[src/rtl/lsu_mem_stage_if.sv]
// +----------------------------------------------------------------------------+
// | lsu_mem_stage_if : execute-side, data-memory and writeback signal bundle   |
// |                    for the load/store memory stage.                        |
// | Revision: 1.0                                                              |
// +----------------------------------------------------------------------------+
`default_nettype none

interface lsu_mem_stage_if;
  logic        ex_valid;
  logic        ex_ready;
  logic [31:0] alu_result;
  logic [31:0] store_data;
  logic        mem_read;
  logic        mem_write;
  logic [2:0]  funct3;
  logic [4:0]  rd;
  logic        reg_write;

  logic        dmem_req;
  logic        dmem_we;
  logic [31:0] dmem_addr;
  logic [3:0]  dmem_be;
  logic [31:0] dmem_wdata;
  logic        dmem_ack;
  logic [31:0] dmem_rdata;

  logic        wb_valid;
  logic        wb_ready;
  logic [31:0] wb_data;
  logic [4:0]  wb_rd;
  logic        wb_reg_write;
  logic        wb_err;

  // Environment side: drives the op, the memory response and writeback ready.
  modport master (
    output ex_valid, alu_result, store_data, mem_read, mem_write, funct3, rd, reg_write,
    input  ex_ready,
    input  dmem_req, dmem_we, dmem_addr, dmem_be, dmem_wdata,
    output dmem_ack, dmem_rdata,
    input  wb_valid, wb_data, wb_rd, wb_reg_write, wb_err,
    output wb_ready
  );

  modport slave (
    input  ex_valid, alu_result, store_data, mem_read, mem_write, funct3, rd, reg_write,
    output ex_ready,
    output dmem_req, dmem_we, dmem_addr, dmem_be, dmem_wdata,
    input  dmem_ack, dmem_rdata,
    output wb_valid, wb_data, wb_rd, wb_reg_write, wb_err,
    input  wb_ready
  );
endinterface

`default_nettype wire

[src/rtl/lsu_mem_stage.sv]
// +----------------------------------------------------------------------------+
// | lsu_mem_stage : RV32I memory-access stage with req/ack data bus, byte      |
// |                 enables, load extension, bus timeout and illegal-op check. |
// | Optional: define MISALIGN_TRAP_EN to fault misaligned half/word accesses.  |
// | Revision: 1.0                                                              |
// +----------------------------------------------------------------------------+
`default_nettype none

module lsu_mem_stage #(
  parameter int TIMEOUT_CYCLES = 255,
  parameter int CNT_W          = 8
) (
  input  wire logic       clk,
  input  wire logic       rst,
  lsu_mem_stage_if.slave  bus
);

  localparam logic [0:0]       S_IDLE    = 1'b0;
  localparam logic [0:0]       S_BUS     = 1'b1;
  localparam bit               C_TO_EN   = (TIMEOUT_CYCLES > 0);
  localparam logic [CNT_W-1:0] C_TO_LAST = CNT_W'(TIMEOUT_CYCLES - 1);

  logic [0:0]       state_q, state_d;
  logic             req_q, req_d;
  logic             we_q, we_d;
  logic [31:0]      addr_q, addr_d;
  logic [3:0]       be_q, be_d;
  logic [31:0]      wdata_q, wdata_d;
  logic [CNT_W-1:0] cnt_q, cnt_d;
  logic [2:0]       f3_q, f3_d;
  logic [1:0]       off_q, off_d;
  logic [4:0]       rd_q, rd_d;
  logic             regw_q, regw_d;
  logic             wbv_q, wbv_d;
  logic [31:0]      wbdata_q, wbdata_d;
  logic [4:0]       wbrd_q, wbrd_d;
  logic             wbregw_q, wbregw_d;
  logic             wberr_q, wberr_d;

  logic        w_ex_ready;
  logic        w_accept;
  logic        w_is_mem;
  logic        w_illegal;
  logic        w_misalign;
  logic [3:0]  w_be;
  logic [31:0] w_wdata;
  logic [7:0]  w_byte;
  logic [15:0] w_half;
  logic [31:0] w_load;

  assign w_ex_ready = (state_q == S_IDLE) && (!wbv_q || bus.wb_ready);
  assign w_accept   = bus.ex_valid && w_ex_ready;
  assign w_is_mem   = bus.mem_read || bus.mem_write;

  always_comb begin
    w_illegal = 1'b0;
    if (bus.mem_read && bus.mem_write)
      w_illegal = 1'b1;
    else if (bus.mem_read && !(bus.funct3 inside {3'b000, 3'b001, 3'b010, 3'b100, 3'b101}))
      w_illegal = 1'b1;
    else if (bus.mem_write && !(bus.funct3 inside {3'b000, 3'b001, 3'b010}))
      w_illegal = 1'b1;
  end

`ifdef MISALIGN_TRAP_EN
  assign w_misalign = ((bus.funct3[1:0] == 2'b01) && bus.alu_result[0]) ||
                      ((bus.funct3[1:0] == 2'b10) && (bus.alu_result[1:0] != 2'b00));
`else
  assign w_misalign = 1'b0;
`endif

  // Low address bits beyond the access size are ignored when alignment isn't trapped.
  always_comb begin
    w_be    = 4'b1111;
    w_wdata = bus.store_data;
    case (bus.funct3[1:0])
      2'b00: begin
        w_be    = 4'b0001 << bus.alu_result[1:0];
        w_wdata = {4{bus.store_data[7:0]}};
      end
      2'b01: begin
        w_be    = 4'b0011 << {bus.alu_result[1], 1'b0};
        w_wdata = {2{bus.store_data[15:0]}};
      end
      default: begin
        w_be    = 4'b1111;
        w_wdata = bus.store_data;
      end
    endcase
  end

  always_comb begin
    w_byte = bus.dmem_rdata[7:0];
    case (off_q)
      2'b00:   w_byte = bus.dmem_rdata[7:0];
      2'b01:   w_byte = bus.dmem_rdata[15:8];
      2'b10:   w_byte = bus.dmem_rdata[23:16];
      default: w_byte = bus.dmem_rdata[31:24];
    endcase
    w_half = off_q[1] ? bus.dmem_rdata[31:16] : bus.dmem_rdata[15:0];
    case (f3_q)
      3'b000:  w_load = {{24{w_byte[7]}}, w_byte};
      3'b100:  w_load = {24'd0, w_byte};
      3'b001:  w_load = {{16{w_half[15]}}, w_half};
      3'b101:  w_load = {16'd0, w_half};
      default: w_load = bus.dmem_rdata;
    endcase
  end

  always_comb begin
    state_d  = state_q;
    req_d    = req_q;
    we_d     = we_q;
    addr_d   = addr_q;
    be_d     = be_q;
    wdata_d  = wdata_q;
    cnt_d    = cnt_q;
    f3_d     = f3_q;
    off_d    = off_q;
    rd_d     = rd_q;
    regw_d   = regw_q;
    wbv_d    = wbv_q;
    wbdata_d = wbdata_q;
    wbrd_d   = wbrd_q;
    wbregw_d = wbregw_q;
    wberr_d  = wberr_q;

    if (wbv_q && bus.wb_ready)
      wbv_d = 1'b0;

    case (state_q)
      S_IDLE: begin
        if (w_accept) begin
          if (!w_is_mem) begin
            wbv_d    = 1'b1;
            wbdata_d = bus.alu_result;
            wbrd_d   = bus.rd;
            wbregw_d = bus.reg_write;
            wberr_d  = 1'b0;
          end else if (w_illegal) begin
            wbv_d    = 1'b1;
            wbdata_d = 32'd0;
            wbrd_d   = bus.rd;
            wbregw_d = 1'b0;
            wberr_d  = 1'b1;
          end else if (w_misalign) begin
            wbv_d    = 1'b1;
            wbdata_d = bus.alu_result;
            wbrd_d   = bus.rd;
            wbregw_d = 1'b0;
            wberr_d  = 1'b1;
          end else begin
            state_d = S_BUS;
            req_d   = 1'b1;
            we_d    = bus.mem_write;
            addr_d  = {bus.alu_result[31:2], 2'b00};
            be_d    = w_be;
            wdata_d = w_wdata;
            cnt_d   = '0;
            f3_d    = bus.funct3;
            off_d   = bus.alu_result[1:0];
            rd_d    = bus.rd;
            regw_d  = bus.reg_write && bus.mem_read;
          end
        end
      end
      default: begin
        if (bus.dmem_ack) begin
          state_d  = S_IDLE;
          req_d    = 1'b0;
          wbv_d    = 1'b1;
          wbrd_d   = rd_q;
          wberr_d  = 1'b0;
          wbdata_d = we_q ? 32'd0 : w_load;
          wbregw_d = we_q ? 1'b0 : regw_q;
        end else if (C_TO_EN && (cnt_q == C_TO_LAST)) begin
          state_d  = S_IDLE;
          req_d    = 1'b0;
          wbv_d    = 1'b1;
          wbrd_d   = rd_q;
          wberr_d  = 1'b1;
          wbdata_d = 32'd0;
          wbregw_d = 1'b0;
        end else begin
          cnt_d = cnt_q + 1'b1;
        end
      end
    endcase
  end

  always_ff @(posedge clk) begin
    if (rst) begin
      state_q  <= S_IDLE;
      req_q    <= 1'b0;
      we_q     <= 1'b0;
      addr_q   <= 32'd0;
      be_q     <= 4'd0;
      wdata_q  <= 32'd0;
      cnt_q    <= '0;
      f3_q     <= 3'd0;
      off_q    <= 2'd0;
      rd_q     <= 5'd0;
      regw_q   <= 1'b0;
      wbv_q    <= 1'b0;
      wbdata_q <= 32'd0;
      wbrd_q   <= 5'd0;
      wbregw_q <= 1'b0;
      wberr_q  <= 1'b0;
    end else begin
      state_q  <= state_d;
      req_q    <= req_d;
      we_q     <= we_d;
      addr_q   <= addr_d;
      be_q     <= be_d;
      wdata_q  <= wdata_d;
      cnt_q    <= cnt_d;
      f3_q     <= f3_d;
      off_q    <= off_d;
      rd_q     <= rd_d;
      regw_q   <= regw_d;
      wbv_q    <= wbv_d;
      wbdata_q <= wbdata_d;
      wbrd_q   <= wbrd_d;
      wbregw_q <= wbregw_d;
      wberr_q  <= wberr_d;
    end
  end

  assign bus.ex_ready     = w_ex_ready;
  assign bus.dmem_req     = req_q;
  assign bus.dmem_we      = we_q;
  assign bus.dmem_addr    = addr_q;
  assign bus.dmem_be      = be_q;
  assign bus.dmem_wdata   = wdata_q;
  assign bus.wb_valid     = wbv_q;
  assign bus.wb_data      = wbdata_q;
  assign bus.wb_rd        = wbrd_q;
  assign bus.wb_reg_write = wbregw_q;
  assign bus.wb_err       = wberr_q;

endmodule

`default_nettype wire

[src/flat_wrapper.sv]
// flat-port wrapper written by rule: the top's interface ports become plain ports
module lsu_mem_stage_flat 
#(
  parameter int TIMEOUT_CYCLES = 255,
  parameter int CNT_W          = 8
)
  (clk, rst, bus_ex_valid, bus_alu_result, bus_store_data, bus_mem_read, bus_mem_write, bus_funct3, bus_rd, bus_reg_write, bus_ex_ready, bus_dmem_req, bus_dmem_we, bus_dmem_addr, bus_dmem_be, bus_dmem_wdata, bus_dmem_ack, bus_dmem_rdata, bus_wb_valid, bus_wb_data, bus_wb_rd, bus_wb_reg_write, bus_wb_err, bus_wb_ready);
  lsu_mem_stage_if bus_i ();
  input  wire logic clk;
  input  wire logic rst;
  input wire logic [$bits(bus_i.ex_valid)-1:0] bus_ex_valid;
  input wire logic [$bits(bus_i.alu_result)-1:0] bus_alu_result;
  input wire logic [$bits(bus_i.store_data)-1:0] bus_store_data;
  input wire logic [$bits(bus_i.mem_read)-1:0] bus_mem_read;
  input wire logic [$bits(bus_i.mem_write)-1:0] bus_mem_write;
  input wire logic [$bits(bus_i.funct3)-1:0] bus_funct3;
  input wire logic [$bits(bus_i.rd)-1:0] bus_rd;
  input wire logic [$bits(bus_i.reg_write)-1:0] bus_reg_write;
  output wire logic [$bits(bus_i.ex_ready)-1:0] bus_ex_ready;
  output wire logic [$bits(bus_i.dmem_req)-1:0] bus_dmem_req;
  output wire logic [$bits(bus_i.dmem_we)-1:0] bus_dmem_we;
  output wire logic [$bits(bus_i.dmem_addr)-1:0] bus_dmem_addr;
  output wire logic [$bits(bus_i.dmem_be)-1:0] bus_dmem_be;
  output wire logic [$bits(bus_i.dmem_wdata)-1:0] bus_dmem_wdata;
  input wire logic [$bits(bus_i.dmem_ack)-1:0] bus_dmem_ack;
  input wire logic [$bits(bus_i.dmem_rdata)-1:0] bus_dmem_rdata;
  output wire logic [$bits(bus_i.wb_valid)-1:0] bus_wb_valid;
  output wire logic [$bits(bus_i.wb_data)-1:0] bus_wb_data;
  output wire logic [$bits(bus_i.wb_rd)-1:0] bus_wb_rd;
  output wire logic [$bits(bus_i.wb_reg_write)-1:0] bus_wb_reg_write;
  output wire logic [$bits(bus_i.wb_err)-1:0] bus_wb_err;
  input wire logic [$bits(bus_i.wb_ready)-1:0] bus_wb_ready;
  assign bus_i.ex_valid = bus_ex_valid;
  assign bus_i.alu_result = bus_alu_result;
  assign bus_i.store_data = bus_store_data;
  assign bus_i.mem_read = bus_mem_read;
  assign bus_i.mem_write = bus_mem_write;
  assign bus_i.funct3 = bus_funct3;
  assign bus_i.rd = bus_rd;
  assign bus_i.reg_write = bus_reg_write;
  assign bus_ex_ready = bus_i.ex_ready;
  assign bus_dmem_req = bus_i.dmem_req;
  assign bus_dmem_we = bus_i.dmem_we;
  assign bus_dmem_addr = bus_i.dmem_addr;
  assign bus_dmem_be = bus_i.dmem_be;
  assign bus_dmem_wdata = bus_i.dmem_wdata;
  assign bus_i.dmem_ack = bus_dmem_ack;
  assign bus_i.dmem_rdata = bus_dmem_rdata;
  assign bus_wb_valid = bus_i.wb_valid;
  assign bus_wb_data = bus_i.wb_data;
  assign bus_wb_rd = bus_i.wb_rd;
  assign bus_wb_reg_write = bus_i.wb_reg_write;
  assign bus_wb_err = bus_i.wb_err;
  assign bus_i.wb_ready = bus_wb_ready;
  lsu_mem_stage #(.TIMEOUT_CYCLES(TIMEOUT_CYCLES), .CNT_W(CNT_W)) u_core (.clk(clk), .rst(rst), .bus(bus_i));
endmodule
[config.mk]
export PLATFORM = sky130hd
export DESIGN_NAME = lsu_mem_stage_flat
export DESIGN_NICKNAME = d
export VERILOG_FILES = /design/src/rtl/lsu_mem_stage_if.sv /design/src/rtl/lsu_mem_stage.sv /design/src/flat_wrapper.sv
export SDC_FILE = /design/constraint.sdc
export NUM_CORES = 1
export LEC_CHECK = 0
export ABC_AREA = 1
export BUFFER_PORTS_ARGS = -buffer_cell sky130_fd_sc_hd__buf_2
export CORE_MARGIN = 5
export CORE_UTILIZATION = 54
export DETAILED_ROUTE_END_ITERATION = 8
export MAX_ROUTING_LAYER = met4
export PLACE_DENSITY_LB_ADDON = 0.25
export SETUP_SLACK_MARGIN = 0.1
export SYNTH_ARGS = -nofsm -noshare
export SYNTH_HDL_FRONTEND = slang
export SYNTH_SLANG_ARGS = --single-unit
[constraint.sdc]
create_clock -name clk -period 2.25 [get_ports clk]
set_clock_uncertainty 0.1 [all_clocks]
set_input_delay 0.225 -clock clk [delete_from_list [all_inputs] [get_ports clk]]
set_output_delay 0.225 -clock clk [all_outputs]
set_load 0.005 [all_outputs]
==> impl_metrics.py <==
metrics = {
    "route": {
        "routed-via-count": 7082,
        "vias_per_cell": 5.21,
        "drtIter0Drc": 570,
        "wl_per_cell_um": 14.7,
        "drc_errors": 0,
        "drt_pass1_iterations": 5,
        "drt-total-wl_mm": 20.0,
        "ant_nets": 0,
    },
    "finish": {
        "nets": 1318,
        "multi_input_area_um2": 3020,
        "ff_latch_area_um2": 2560,
        "drive_gt1_share_pct": 23.6,
        "nFillCells": 937,
        "syn2layout_area_growth_pct": 35.8,
        "diodes": 0,
        "final_area_um2": 8450,
        "final_util_pct": 74.3,
    },
    "cts": {
        "path_clk_slew_ps": 60,
        "cts_sinks": 128,
        "cts_tree": "built",
        "cts_made_buffers": 17,
        "cts.htree.levels": 4,
        "clock_path_buffers": 2,
        "post-cts-setup-buffers": 0,
        "root_buffer": "clkbuf_16",
        "clock_latency_ps": 410,
    },
    "floorplan": {
        "die_y_um": 117,
        "fp-row-count": 39,
        "die_area_um2": 13800,
        "die_x_um": 117,
        "core_area_um2": 11400,
        "num_io_pins": 223,
        "initial_core_util_pct": 54.7,
    },
    "sta": {
        "setup_tns_ps": 0,
        "holdWs_ps": 18.5,
        "drv_slew": 0,
        "max_freq_mhz": 569,
        "hold_viol_final": 0,
        "fin_crit_ps": 1760,
        "rsz0062_at_grt": "no",
        "min_period_over_period_pct": 78.1,
        "finalWorstSetupSlack_ps": 494,
        "finalSetupViolations": 0,
    },
    "placed_design": {
        "pre_cts_slack_ps": 456,
        "place_area_um2": 7390,
        "globalplace.congestion": 0.925,
        "numPortBuffers": 220,
        "hpwl_mm": 13.5,
    },
    "logic_synthesis": {
        "yosys-top-cells-area": "dfxtp_1, nand2_1, nor2_1, a21oi_1, o21ai_0",
        "synth_common_cells": "nand2_1, nor2_1, dfxtp_1",
        "yosysMostFrequentCell": "nand2_1",
        "syn_area_um2": 6220,
        "async_flop_share_pct": 0,
        "ys_types": 29,
        "synth-seq-cells": 128,
        "netlist_instances": 958,
        "synth-edff-count": 0,
        "synth_flop_cell": "dfxtp_1",
        "seq_area_frac_synth_pct": 41.2,
        "yosys.area.top_type": "dfxtp_1",
        "yosysWarnings": 0,
        "synth_top_area_share_pct": 41.2,
        "avgSynthCellArea_um2": 6.49,
    },
    "critical_path": {
        "rr_worst_depth": 9,
        "path_max_fanout": 17,
        "critPathKind": "flop to flop",
        "required_ps": 2500,
        "cp.arrival_ps": 2000,
        "start_kind": "flop",
        "cp-end-kind": "flop",
    },
    "grt": {
        "grt_pass1_wl_mm": 32.1,
        "first_global_vias": 6619,
        "grt_overflow": 0,
        "gr-usage-all-layers_pct": 28.8,
        "grt_max_degree": 57,
        "antenna_found_initial": 0,
    },
    "pwr": {
        "ir_drop_mv": 0.592,
        "powerDensity_nw_per_um2": 757,
        "power_leakage_nw": 4.27,
    },
    "worst_hold_path": {
        "hold_path_class": "primary input to flop",
        "hold_path_depth": 3,
    },
    "outcome": {
        "outcome": "complete, no violations",
    },
    "flow_run": {
        "drv_cap": 0,
    },
}
[registers in the layout, summed over array words and instances, names as in the netlist]
name                     count
u_core.rd_q                  5
u_core.cnt_q                 8
u_core.bus.wb_valid          1
u_core.bus.dmem_req          1
u_core.bus.dmem_we           1
u_core.bus.dmem_wdata       32
u_core.bus.dmem_addr        30
u_core.bus.wb_reg_write      1
u_core.bus.wb_rd             5
u_core.bus.wb_data          32
u_core.off_q                 2
u_core.state_q               1
u_core.bus.wb_err            1
u_core.bus.dmem_be           4
u_core.f3_q                  3
u_core.regw_q                1
[area by class of cell]
class	instances	area share (%)
multi-input combinational	682	35.8
timing repair buffer	282	20.3
clock buffer	22	5.73
sequential	128	30.3
tap	143	2.12
inverter	93	4.16
clock inverter	10	1.57
[power breakdown]
group	switching [mW]	internal, mW
Clock	0.993	1.85
Combinational	0.617	0.436
Sequential	0.0782	2.43
Total	1.69	4.71
[cell families (layout without fill, tap and decap cells)]
group / after synthesis / after routing / share of synthesized area [%]
buf+inv: 149 / 407 / 10.3
flops: 128 / 128 / 41.2
other cells: 1 / 2 / 0.0603
simple gates: 455 / 455 / 29.3
compound gates: 219 / 219 / 18.2
xor+xnor: 4 / 4 / 0.563
fa+ha+maj: 2 / 2 / 0.402
[path summary, 6_finish.rpt]
kind,from,end,slack (ps)
worst min register to register,u_core.bus.dmem_wdata[1]$_SDFFE_PP0P_,u_core.bus.dmem_wdata[1]$_SDFFE_PP0P_,360
worst min-delay path,bus_mem_write,u_core.bus.dmem_we$_SDFFE_PP0P_,20
worst max-delay path,u_core.off_q[1]$_SDFFE_PP0P_,u_core.bus.wb_data[29]$_SDFFE_PP0P_,490
worst max register to register,u_core.off_q[1]$_SDFFE_PP0P_,u_core.bus.wb_data[29]$_SDFFE_PP0P_,490
[routing by layer]
metal	track usage (%)	part of all wire, %
met4	12.6	3.1
met1	34.5	41
met5	-	0
met3	6.26	7.5
met2	46.8	49
[stage by stage]
stage / power, mW / cells
5_1_grt: 6.67 / 1360
4_1_cts: 6.41 / 1360
6_report: 6.40 / 1360
3_3_place_gp: 3.51 / 1284
3_5_place_dp: 3.52 / 1284
2_1_floorplan: 3.13 / 959
[critical path, stage by stage, from the launching register on]
cell and delay (ps):
dfxtp_1 300, inv_1 250, nand2_1 100, nand2_1 90, nand2_1 70, nand3_1 90, nand2_2 120, nand2_2 270
nand3_1 160, a21oi_1 140
[cell usage in the layout, fill, tap and decap left out, types with 2 or more instances in the layout]
master,instances
buf_12,3
bufinv_16,3
nand2_1,231
nand3_1,51
a21oi_1,109
buf_4,15
nor2_2,4
clkbuf_8,4
inv_2,5
conb_1,2
clkinv_2,4
xor2_1,4
nand2_2,5
dfxtp_1,128
o21ai_0,90
inv_1,86
dlygate4sd3_1,44
nor2_1,159
ha_1,2
clkbuf_16,17
buf_2,220
o211ai_1,11
nand4_1,2
o21ai_1,6
clkinvlp_4,3
[what timing repair did]
item,4_1_cts,5_1_grt
hold buffers,44,0
endpoints found under the setup margin,0,0
endpoints found under the hold margin,43,0
gates resized for setup,0,0
(Power assumes the default switching activity.)
